$ cat src/rtl/fu_result_buffer.sv
// Two-entry result buffer between a function unit and writeback: captures the
// result, flags and branch decision at push time and presents them in arrival order.
module fu_result_buffer (
  input  logic        clk,
  input  logic        rst_n,
  input  logic        in_valid,
  output logic        in_ready,
  input  logic [31:0] in_F,
  input  logic        in_V,
  input  logic        in_C,
  input  logic        in_N,
  input  logic        in_Z,
  input  logic        in_LessU,
  input  logic [4:0]  in_rd,
  input  logic        in_wr_en,
  input  logic        in_is_branch,
  input  logic [2:0]  in_br_op,
  input  logic        flush,
  output logic        out_valid,
  input  logic        out_ready,
  output logic [31:0] out_result,
  output logic [4:0]  out_rd,
  output logic        out_wr_en,
  output logic        out_taken,
  output logic [3:0]  out_flags,
  output logic [1:0]  count,
  output logic [15:0] taken_cnt
);

  logic [1:0][31:0] result_r;
  logic [1:0][4:0]  rd_r;
  logic [1:0]       wr_en_r;
  logic [1:0]       taken_r;
  logic [1:0][3:0]  flags_r;
  logic             wr_ptr_r;
  logic             rd_ptr_r;
  logic [1:0]       count_r;
  logic [15:0]      taken_cnt_r;
  logic             push_s;
  logic             pop_s;
  logic             taken_s;

  assign in_ready  = (count_r != 2'd2);
  assign out_valid = (count_r != 2'd0);
  assign push_s    = in_valid && in_ready;
  assign pop_s     = out_valid && out_ready;

  assign out_result = result_r[rd_ptr_r];
  assign out_rd     = rd_r[rd_ptr_r];
  assign out_wr_en  = wr_en_r[rd_ptr_r];
  assign out_taken  = taken_r[rd_ptr_r];
  assign out_flags  = flags_r[rd_ptr_r];
  assign count      = count_r;
  assign taken_cnt  = taken_cnt_r;

  // Branch decision from the subtract flags of the incoming result
  always_comb begin
    taken_s = 1'b0;
    if (in_is_branch) begin
      case (in_br_op)
        3'b000:  taken_s = in_Z;
        3'b001:  taken_s = ~in_Z;
        3'b100:  taken_s = in_N ^ in_V;
        3'b101:  taken_s = ~(in_N ^ in_V);
        3'b110:  taken_s = in_LessU;
        3'b111:  taken_s = ~in_LessU;
        default: taken_s = 1'b0;
      endcase
    end else begin
      taken_s = 1'b0;
    end
  end

  // Entry storage, written at the tail on an accepted push
  always_ff @(posedge clk or negedge rst_n) begin
    if (!rst_n) begin
      result_r <= '0;
      rd_r     <= '0;
      wr_en_r  <= 2'b00;
      taken_r  <= 2'b00;
      flags_r  <= '0;
    end else if (push_s && !flush) begin
      result_r[wr_ptr_r] <= in_F;
      rd_r[wr_ptr_r]     <= in_rd;
      wr_en_r[wr_ptr_r]  <= in_wr_en && !in_is_branch;
      taken_r[wr_ptr_r]  <= taken_s;
      flags_r[wr_ptr_r]  <= {in_V, in_C, in_N, in_Z};
    end
  end

  // Pointers and occupancy; flush overrides any same-cycle push or pop
  always_ff @(posedge clk or negedge rst_n) begin
    if (!rst_n) begin
      wr_ptr_r <= 1'b0;
      rd_ptr_r <= 1'b0;
      count_r  <= 2'd0;
    end else if (flush) begin
      wr_ptr_r <= 1'b0;
      rd_ptr_r <= 1'b0;
      count_r  <= 2'd0;
    end else begin
      if (push_s) wr_ptr_r <= ~wr_ptr_r;
      if (pop_s)  rd_ptr_r <= ~rd_ptr_r;
      case ({push_s, pop_s})
        2'b10:   count_r <= count_r + 2'd1;
        2'b01:   count_r <= count_r - 2'd1;
        default: count_r <= count_r;
      endcase
    end
  end

  // Saturating count of popped taken branches; a pop during flush still counts
  always_ff @(posedge clk or negedge rst_n) begin
    if (!rst_n) begin
      taken_cnt_r <= 16'd0;
    end else if (pop_s && out_taken && (taken_cnt_r != 16'hFFFF)) begin
      taken_cnt_r <= taken_cnt_r + 16'd1;
    end
  end

endmodule

$ cat config.mk
export PLATFORM = sky130hd
export DESIGN_NAME = fu_result_buffer
export DESIGN_NICKNAME = d
export VERILOG_FILES = /design/src/rtl/fu_result_buffer.sv
export SDC_FILE = /design/constraint.sdc
export NUM_CORES = 1
export LEC_CHECK = 0
export CAP_MARGIN = 10
export CORE_ASPECT_RATIO = 1.25
export CORE_MARGIN = 5
export CORE_UTILIZATION = 32
export DETAILED_ROUTE_END_ITERATION = 10
export PLACE_DENSITY = 0.54
export SLEW_MARGIN = 30
export SYNTH_ARGS = -nofsm -noshare
export SYNTH_HDL_FRONTEND = slang
export SYNTH_SLANG_ARGS = --single-unit
$ cat constraint.sdc
create_clock -name clk -period 2.2 [get_ports clk]
set_input_delay 0.44 -clock clk [delete_from_list [all_inputs] [get_ports clk]]
set_output_delay 0.44 -clock clk [all_outputs]
set_load 0.005 [all_outputs]
==> impl_metrics.tcl <==
set metrics [dict create \
    startpoint_type "flip-flop" \
    final-seq-area_um2 2654 \
    crit_type "reg2out" \
    syn_area_um2 5066 \
    ant_nets 0 \
    die_x_um 122.5 \
    setup_viol 0 \
    cts_root_buf "clkbuf_16" \
    p_sw_mw 1.482 \
    routabilityCongestion 0.7697 \
    die_h_um 150.7 \
    yosys_most_used_dff "dfrtp_1" \
    async_flop_share_pct 100.0 \
    ys_warn_count 0 \
    wl_per_cell_um 16.31 \
    vdd_ir_drop_max_uv 338.6 \
    timing.fmax_mhz 481.1 \
    synthTopCellsByArea "dfrtp_1 (52%), mux2_2 (19%), mux2_4 (11%)" \
    clock_skew_ps 6.402 \
    dieArea_um2 18460 \
    synth-compound-area-share_pct 1.655 \
    min_period_over_period_pct 94.49 \
    crit_required_ps 1760 \
    start_util_pct 32.54 \
    final_cell_mix "dfrtp_1 (105), mux2_2 (86), clkdlybuf4s50_1 (70), dlygate4sd2_1 (41), mux2_4 (38)" \
    cap_violations 0 \
    antenna_found_initial 0 \
    dp_hpwl_um 8148 \
    numCtsBuffers 9 \
    fin_area_um2 6832 \
    grt-ovfl-total 0 \
    drtIter0Drc 127 \
    place_area_um2 6518 \
    io_pins 115 \
    hold_ws_ps 488.3 \
    grt_pass1_vias 3576 \
    grt_pass1_wl_um 18490 \
    slew_headroom_pct 72.07 \
    final_common_cell "dfrtp_1" \
    cts_tree "built" \
    synthesis.nets 397 \
    synth_edf_count 0 \
    synthAdderAreaFrac_pct 0.2470 \
    cp.arrival_ps 1640 \
    pwr-share-clk_pct 26.1 \
    powerDensity_nw_per_um2 850.9 \
    drc 0 \
    worstSetupEndpointType "output port" \
    worst-path-max-fanout 8 \
    synth_top_family_by_area "multiplexers" \
    power_frac_seq_pct 46.3 \
    synth_simple_gate_area_share_pct 7.434 \
    yosys.area.top_type "dfrtp_1" \
    vias 3185 \
    fin_nets 528 \
    finalPower_mw 5.813 \
    port_buffers 114 \
    rows 51 \
    clock-sinks 106 \
    synth-xor-area-share_pct 3.112 \
    intPower_mw 4.331 \
    hold_violations 0 \
    syn_avg_cell_area_um2 14.73 \
    clockBufferDepth 2 \
    fillers 1484 \
    min_period_ps 2079 \
    core_um2 15570 \
    power.leakage_nw 3.008 \
    rsz0062_at_grt "false" \
    fin_util_pct 43.88 \
    clkSlewWorstSetupHoldPaths_ps 70 \
    slew_viol_final 0 \
    synthMuxAreaShare_pct 31.42 \
    ys_seq_area_share_pct 52.36 \
    multi_input_area_um2 2222 \
    ys_types 42 \
    power_frac_comb_pct 27.6 \
    via_per_inst 4.603 \
    insertion_delay_ps 340 \
    drive_above_1_share_pct 35.00 \
    p_sw_share_pct 25.49 \
    firstDrtPassIters 4 \
    n_antenna_cell 0 \
    htreeDepth 3 \
    hold_class "in2async" \
    worst_pin_slew_ps 416.2 \
    grt_max_degree 48 \
    status "finished, final reports clean" \
    grt_use_total_pct 12.96 \
    synthCells 344 \
    area_growth_pct 34.85 \
    synth_top_area_share_pct 52.36 \
    drt_wl_total_um 11290 \
    ys_seq_elements 106 \
]
[worst max-delay path, cell delays in order (launching register included)]
cell and delay [ps]:
dfrtp_2 380, buf_4 140, buf_6 140, mux2_2 360
dlygate4sd2_1 270
[timing repair]
item	CTS	global route
cloned	1	0
setup buffers	3	0
hold buffers	1	0
gates resized for setup	46	2
hold endpoints to repair	14	0
setup endpoints to repair	39	2
[state kept, by name, summed over array words and instances, names as in the netlist]
signal,cells
rd_r,10
wr_en_r,2
result_r,64
taken_r,2
flags_r,8
rd_ptr_r,1
count,2
taken_cnt,16
wr_ptr_r,1
[cells in the mapped netlist (2+ instances only)]
cell      instances
mux2_4           38
nor3b_1           2
nand2_1          12
a21oi_1           3
nor3_1            3
xnor2_1          10
and2_1            2
nor4b_2           2
clkbuf_1          4
mux2_2           86
and4_1            4
nand3_1           7
inv_1             6
o21ai_0           3
nand4_1           3
mux2_1            2
buf_2             2
buf_6             5
nor2_1            7
and3_1            4
buf_12            4
dfrtp_1         106
xor2_1            8
mux2i_1           3
[power by group through the flow]
stage	clock network (mW)	registers, mW	logic [mW]
5_1_grt	1.66	2.75	1.76
3_5_place_dp	0	2.73	1.75
3_3_place_gp	0	2.71	1.72
2_1_floorplan	0	2.64	0.956
6_report	1.52	2.69	1.60
4_1_cts	1.59	2.69	1.65
[cells by family (layout without fill, tap and decap cells)]
group                    count (synthesis)  in the layout
multiplexers                           129            129
XOR/XNOR                                18             18
buffers and inverters                   22            158
AO/OA/AOI/OAI                           13             13
flip-flops                             106            106
adder cells (fa/ha/maj)                  1              1
AND/OR/NAND/NOR                         55             55
[area by class of cell]
| type | instances | share of cell area [%] |
|---|---|---|
| clock inverter | 2 | 0.1832 |
| multi-input combinational | 216 | 32.53 |
| timing repair buffer | 136 | 20.37 |
| tap | 212 | 3.883 |
| clock buffer | 14 | 3.864 |
| sequential | 106 | 38.85 |
| inverter | 6 | 0.3297 |
[per-layer routing]
| layer | vias up | part of all wire (%) | GRT usage [%] |
|---|---|---|---|
| li1 | 1489 | - | - |
| met1 | 1603 | 47 | 17.42 |
| met2 | 82 | 46 | 19.53 |
| met3 | 11 | 5.9 | 4.096 |
| met4 | 0 | 1.8 | 4.874 |
| met5 | - | 0 | 0 |
[through the flow]
step / cells / setup TNS [ps] / worst slack [ps]
finish: 692 / 0 / 121.3
global route: 692 / 0 / 50.10
CTS: 692 / -149.1 / -88.51
detailed placement: 671 / 0 / 68.61
global placement: 671 / 0 / 119.1
floorplan: 344 / 0 / 464.0
[final timing paths]
| check | from | endpoint | slack, ps | cells past startpoint |
|---|---|---|---|---|
| max in group asynchronous | rst_n | rd_ptr_r | 1110 | 3 |
| worst min register to register | wr_en_r[1] | wr_en_r[1] | 500 | 2 |
| worst max-delay path | rd_ptr_r | out_result[10] | 120 | 4 |
| min in group clk | wr_en_r[1] | wr_en_r[1] | 500 | 2 |
| worst max register to register | taken_cnt[0] | taken_cnt[1] | 350 | 5 |
| worst min-delay path | rst_n | result_r[1] | 490 | 2 |
No activity file was read; power rests on OpenSTA's default activity.
